[config.mk]
export PLATFORM = sky130hd
export DESIGN_NAME = mem_store_unit
export DESIGN_NICKNAME = d
export VERILOG_FILES = /design/src/rtl/mem_store_unit.sv
export SDC_FILE = /design/constraint.sdc
export NUM_CORES = 1
export LEC_CHECK = 0
export CAP_MARGIN = 20
export CORE_MARGIN = 5
export CORE_UTILIZATION = 35
export CTS_CLUSTER_SIZE = 20
export DETAILED_ROUTE_END_ITERATION = 6
export MAX_ROUTING_LAYER = met4
export PLACE_DENSITY = 0.7
export RECOVER_POWER = 100
export SETUP_SLACK_MARGIN = 0.2
export SLEW_MARGIN = 30
export SYNTH_ARGS = -nofsm -noshare
export SYNTH_HDL_FRONTEND = slang
export SYNTH_SLANG_ARGS = --single-unit
[constraint.sdc]
create_clock -name clk -period 8 [get_ports clk]
set_input_delay 0.8 -clock clk [delete_from_list [all_inputs] [get_ports clk]]
set_output_delay 0.8 -clock clk [all_outputs]
set_load 0.02 [all_outputs]
[src/rtl/mem_store_unit.sv]
`default_nettype none
// ============================================================================
// Module   : mem_store_unit
// Brief    : CPU store path. Stores are lane-formatted at acceptance into a
//            2-entry FIFO, then issued to memory one at a time. A request
//            that is not acknowledged in time is dropped with a bus error.
// Revision : 1.0 - initial release
// ============================================================================
module mem_store_unit #(
  parameter int TIMEOUT = 16
) (
  input  logic        clk,
  input  logic        rst_n,
  input  logic        st_valid,
  output logic        st_ready,
  input  logic [31:0] st_addr,
  input  logic [31:0] st_data,
  input  logic [1:0]  st_size,
  output logic        mem_req,
  output logic [31:0] mem_addr,
  output logic [31:0] mem_wdata,
  output logic [3:0]  mem_be,
  input  logic        mem_ack,
  output logic        align_err,
  output logic        bus_err,
  output logic        idle
);

  typedef enum logic [1:0] {
    S_IDLE  = 2'd0,
    S_ISSUE = 2'd1,
    S_ERR   = 2'd2
  } state_t;

  // The wait counter only needs to reach TIMEOUT-1.
  localparam int                WAIT_W    = (TIMEOUT > 1) ? $clog2(TIMEOUT) : 1;
  localparam logic [WAIT_W-1:0] WAIT_LAST = WAIT_W'(TIMEOUT - 1);
  localparam logic [1:0]        SZ_BYTE   = 2'b00;
  localparam logic [1:0]        SZ_HALF   = 2'b01;
  localparam logic [1:0]        FIFO_FULL = 2'd2;

  state_t              state_q, state_d;
  logic [WAIT_W-1:0]   wait_q, wait_d;
  logic [1:0]          count_q, count_d;
  logic                rd_ptr_q, rd_ptr_d;
  logic                wr_ptr_q, wr_ptr_d;
  logic                align_err_q, align_err_d;

  logic [31:0]         addr_q  [2];
  logic [31:0]         wdata_q [2];
  logic [3:0]          be_q    [2];

  logic                w_push;
  logic                w_pop;
  logic                w_head_valid;
  logic [31:0]         w_lane_wdata;
  logic [3:0]          w_lane_be;
  logic                w_misalign;

  // Ready is forced low while reset is asserted so nothing slips in.
  assign st_ready     = (count_q < FIFO_FULL) && rst_n;
  assign w_push       = st_valid && st_ready;
  // ERR always discards the head; ISSUE retires it on an acknowledge.
  assign w_pop        = (((state_q == S_ISSUE) && mem_ack) || (state_q == S_ERR))
                        && (count_q != 2'd0);
  assign w_head_valid = (count_q != 2'd0);

  // Lane formation and misalignment detection for the incoming store.
  always_comb begin
    w_lane_wdata = st_data;
    w_lane_be    = 4'b1111;
    w_misalign   = (st_addr[1:0] != 2'b00);
    case (st_size)
      SZ_BYTE: begin
        w_lane_wdata = {4{st_data[7:0]}};
        w_lane_be    = 4'b0001 << st_addr[1:0];
        w_misalign   = 1'b0;
      end
      SZ_HALF: begin
        w_lane_wdata = {2{st_data[15:0]}};
        w_lane_be    = st_addr[1] ? 4'b1100 : 4'b0011;
        w_misalign   = st_addr[0];
      end
      default: begin
        // Word and the reserved encoding both behave as a full word.
        w_lane_wdata = st_data;
        w_lane_be    = 4'b1111;
        w_misalign   = (st_addr[1:0] != 2'b00);
      end
    endcase
  end

  // FIFO payload storage; entries are written already lane-formatted.
  always_ff @(posedge clk) begin
    if (!rst_n) begin
      for (int i = 0; i < 2; i++) begin
        addr_q[i]  <= '0;
        wdata_q[i] <= '0;
        be_q[i]    <= '0;
      end
    end else if (w_push) begin
      addr_q[wr_ptr_q]  <= {st_addr[31:2], 2'b00};
      wdata_q[wr_ptr_q] <= w_lane_wdata;
      be_q[wr_ptr_q]    <= w_lane_be;
    end
  end

  // FIFO pointer/occupancy next-state and the misalignment pulse.
  always_comb begin
    rd_ptr_d    = rd_ptr_q;
    wr_ptr_d    = wr_ptr_q;
    count_d     = count_q;
    align_err_d = w_push && w_misalign;
    if (w_push) begin
      wr_ptr_d = ~wr_ptr_q;
    end
    if (w_pop) begin
      rd_ptr_d = ~rd_ptr_q;
    end
    case ({w_push, w_pop})
      2'b10:   count_d = count_q + 2'd1;
      2'b01:   count_d = count_q - 2'd1;
      default: count_d = count_q;
    endcase
  end

  // FIFO control registers.
  always_ff @(posedge clk) begin
    if (!rst_n) begin
      rd_ptr_q    <= 1'b0;
      wr_ptr_q    <= 1'b0;
      count_q     <= 2'd0;
      align_err_q <= 1'b0;
    end else begin
      rd_ptr_q    <= rd_ptr_d;
      wr_ptr_q    <= wr_ptr_d;
      count_q     <= count_d;
      align_err_q <= align_err_d;
    end
  end

  // Issue FSM: next state, wait counter and request/error outputs.
  always_comb begin
    state_d = state_q;
    wait_d  = wait_q;
    mem_req = 1'b0;
    bus_err = 1'b0;
    case (state_q)
      S_IDLE: begin
        wait_d = '0;
        if (count_q != 2'd0) begin
          state_d = S_ISSUE;
        end
      end
      S_ISSUE: begin
        mem_req = 1'b1;
        if (mem_ack) begin
          // An ack on the last allowed cycle still completes normally.
          wait_d = '0;
          if (count_d == 2'd0) begin
            state_d = S_IDLE;
          end
        end else if (wait_q == WAIT_LAST) begin
          wait_d  = '0;
          state_d = S_ERR;
        end else begin
          wait_d = wait_q + WAIT_W'(1);
        end
      end
      S_ERR: begin
        bus_err = 1'b1;
        wait_d  = '0;
        state_d = S_IDLE;
      end
      default: begin
        wait_d  = '0;
        state_d = S_IDLE;
      end
    endcase
  end

  // Issue FSM state and wait counter registers.
  always_ff @(posedge clk) begin
    if (!rst_n) begin
      state_q <= S_IDLE;
      wait_q  <= '0;
    end else begin
      state_q <= state_d;
      wait_q  <= wait_d;
    end
  end

  // The head entry is presented only when the FIFO holds something.
  assign mem_addr  = w_head_valid ? addr_q[rd_ptr_q]  : 32'd0;
  assign mem_wdata = w_head_valid ? wdata_q[rd_ptr_q] : 32'd0;
  assign mem_be    = w_head_valid ? be_q[rd_ptr_q]    : 4'd0;
  assign align_err = align_err_q;
  assign idle      = (count_q == 2'd0) && (state_q == S_IDLE);

endmodule
`default_nettype wire

==> metrics.md <==
| Metric | Value |
|---|---|
| Status | complete, but fails checks |
| Violated checks | capacitance limit, slew limit |
| WL met1 | 6.58 mm |
| Met2 wire length | 7.72 mm |
| Hold Path Class | reg -> reg |
| Worst slew margin | -1.04 |
| Critical path startpoint category | register |
| Vias in the first global route | 4619 |
| Cell family with most CP delay | buffers and inverters |
| Antenna Nets Post-Route | 0 |
| Placed insts | 886 |
| Share of cells above drive strength 1 | 0.0702 |
| Clock buffer depth | 2 |
| Setup Viol. Count Final | 0 |
| Max-cap check violation count | 5 |
| Fill cells | 1684 |
| Die Y | 148 um |
| Routed wire length per instance | 16.5 um |
| CP max FO | 68 |
| Worst Skew | 5.27 ps |
| Layout area overhead | 33.3% |
| Vias per inst | 4.78 |
| Final Max Tran Viols | 169 |
| FF-to-FF path depth | 7 |
| Starting Density | 0.358 |
| # DRC | 0 |
| Nets | 743 |
| First-pass GRT wire length | 23.7 mm |
| GPL Wtd Cong | 0.807 |
| RSZ-0062 raised after global routing | no |
| WP buf/inv | 2 |
| Syn_area_per_cell | 12.4 um2 |
| Worst-path cell chain | nor2_4, clkbuf_1, nor2_1, dlygate4sd3_1 |
| VDD IR-drop max | 0.000134 V |
| Die Footprint | 22000 um2 |
| Worst R2R Setup Slack | 3660 ps |
| Hold Crit Depth | 1 |
| Detailed Routing Iterations Pass 1 | 4 |
| Non-filler instance count after layout | 918 |
| Port bufs | 140 |
| CP Capture Type | primary output |
| CTS tree | yes |
| Die W | 148 um |
| Worst skew pair latency | 410 ps |
| Cells after synthesis | 540 |
| Total global routing overflow | 0 |
| Top Metal Used | met4 |
| # IOs | 143 |
| Vias | 4390 |
| Post-CTS setup buffers | 0 |
| Seq/Total Area, Yosys | 0.627 |
| Reg2reg end | state_q[0] |
| P per Cell Area | 226 nW/um2 |
| H-Tree Depth | 4 |
| Worst Min Path Start | wait_q[0] |
| Mapped cell area | 6710 um2 |
| Diodes inserted | 0 |
| WP data arrival | 4300 ps |
| Reg clk slew, reported paths | 60 ps |
| Synth warnings | 0 |
| Total clock sinks | 144 |
| LEAKAGE | 3.33 nW |
| Worst slew pin tran | 3060 ps |
| # hold bufs at CTS | 0 |
| Cell Rows | 50 |
| Crit-path slowest cell | clkbuf_1 |
| Max Clk Rate | 196 MHz |
| Final Hold Vio Count | 0 |
| Initial antenna violation count | 0 |
| Final Core Density | 0.477 |
| TritonCTS buffer count | 17 |
| Distinct cells, synth | 33 |
| Largest net degree at the start of global routing | 69 |
| Met3 wire length | 675 um |
| Number of synthesized register bits | 144 |
| FF-to-FF Start | count_q[1] |
| Hold Path Sink | wait_q[0] |
| Worst path required time | 7200 ps |
| WL final | 15.2 mm |
| Core area | 18800 um2 |
| Fin crit share | 0.638 |
| Final TNS setup | 0 ps |
| Crit Path Category | reg -> out |
| Tot GR Track Use | 0.142 |
| Drt initial violations | 207 |
| Max stage delay on crit path | 2140 ps |
| Post-CTS Resized | 0 |
| Final min period | 5100 ps |
| DP HPWL | 10.1 mm |
| Clk root buf | clkbuf_16 |
flip-flops by register name, summed over array words and instances, names as in the netlist, named ones only:
signal	cells
count_q	2
addr_q	60
rd_ptr_q	1
wr_ptr_q	1
wdata_q	64
be_q	8
align_err	1
state_q	2
wait_q	4
final cells by class:
| cell class | instances | area, um2 | share of cell area |
|---|---|---|---|
| timing repair buffer | 147 | 1440 | 0.160 |
| clock inverter | 13 | 234 | 0.0262 |
| inverter | 6 | 22.5 | 0.00252 |
| multi-input combinational | 355 | 2320 | 0.259 |
| tap | 234 | 293 | 0.0327 |
| clock buffer | 19 | 433 | 0.0484 |
| sequential | 144 | 4210 | 0.470 |
where the power goes:
group          switching, W  total [W]  leakage (nW)  internal, W
clock              0.000302   0.000889         0.314     0.000587
sequential        0.0000164   0.000891          1.48     0.000875
combinational      0.000140   0.000246          1.53     0.000106
worst max path at each step:
stage / start / end / slack [ps] / cells after the start
5_1_grt: count_q[1] / idle / 2430 / 5
4_1_cts: register / mem_addr[21] / 4400 / 4
6_report: count_q[1] / mem_be[1] / 2900 / 4
3_5_place_dp: rst_n / addr_q[0][24] / 4650 / 5
2_1_floorplan: rst_n / addr_q[1][0] / 4550 / 6
3_3_place_gp: rst_n / addr_q[0][25] / 4700 / 5
cell usage after synthesis:
library cell  instances  area (um2)
nand2_1               7        26.3
mux2i_1              92         921
nand3b_1              2        15.0
edfxtp_1            132        3960
nand3b_4              1        20.0
nor2_2                1        6.26
inv_1                 6        22.5
or2_2                 1        6.26
buf_4                 8        60.1
buf_6                 1        11.3
mux2_2                8        90.1
ha_1                  2        25.0
o311a_1               1        10.0
nand3_1               3        15.0
and2_1               76         475
buf_2                17        85.1
xor2_1                1        8.76
nand2b_1              3        18.8
clkbuf_1              6        22.5
nand4b_1              1        8.76
nor3b_1               3        22.5
nor2b_1               3        18.8
nor2_1              129         484
or3_1                 1        6.26
and2b_1               1        7.51
a211oi_1              1        7.51
xnor2_1               2        17.5
a21oi_1              10        50.1
dfxtp_1              12         240
conb_1                1        3.75
o21ai_0               3        15.0
clkbuf_2              4        20.0
nor3_1                1        5.00
metal layers:
| layer | up-vias | global-route usage |
|---|---|---|
| met4 | 0 | 0.0402 |
| li1 | 2133 | - |
| met3 | 17 | 0.0363 |
| met2 | 108 | 0.241 |
| met1 | 2132 | 0.169 |
| met5 | - | - |
cells in the final DEF (no fill, tap or decap), types with 5 or more instances in the layout:
master	instances
a21oi_1	10
clkdlybuf4s50_1	68
edfxtp_1	132
nor2_1	126
bufinv_16	6
mux2i_1	92
nand2_1	5
clkbuf_16	17
dfxtp_1	11
and2_1	37
inv_1	6
and2_0	39
dlygate4sd3_1	72
mux2_2	8
clkbuf_1	7
worst reg2reg max path: stages (launching register included):
cell and delay (ps):
dfxtp_1 380, nor2_4 120, clkbuf_1 2140, a21oi_1 430, ha_1 560, nor3b_1 210, a211oi_1 70, o311a_1 320
metrics by stage:
stage / setup WS (ps) / instance area [um2] / hold WS, ps / total power [W]
2_1_floorplan: 4550 / 6710 / 449 / 0.00104
3_3_place_gp: 4700 / 8290 / 460 / 0.00116
3_5_place_dp: 4650 / 8290 / 462 / 0.00117
4_1_cts: 4400 / 8960 / 487 / 0.00206
5_1_grt: 2430 / 8950 / 509 / 0.00210
6_report: 2900 / 8950 / 486 / 0.00203
logic make-up (layout without fill, tap and decap cells):
logic type,Yosys count,count (layout),share of synthesized area
multiplexers,100,100,0.151
AO/OA/AOI/OAI,15,15,0.0123
buffers and inverters,42,185,0.0330
adder cells (fa/ha/maj),2,2,0.00373
XOR/XNOR,3,3,0.00392
AND/OR/NAND/NOR,233,233,0.169
other,1,2,0.000559
flip-flops,144,144,0.627
Note: power is estimated with default switching activity, not from simulation.
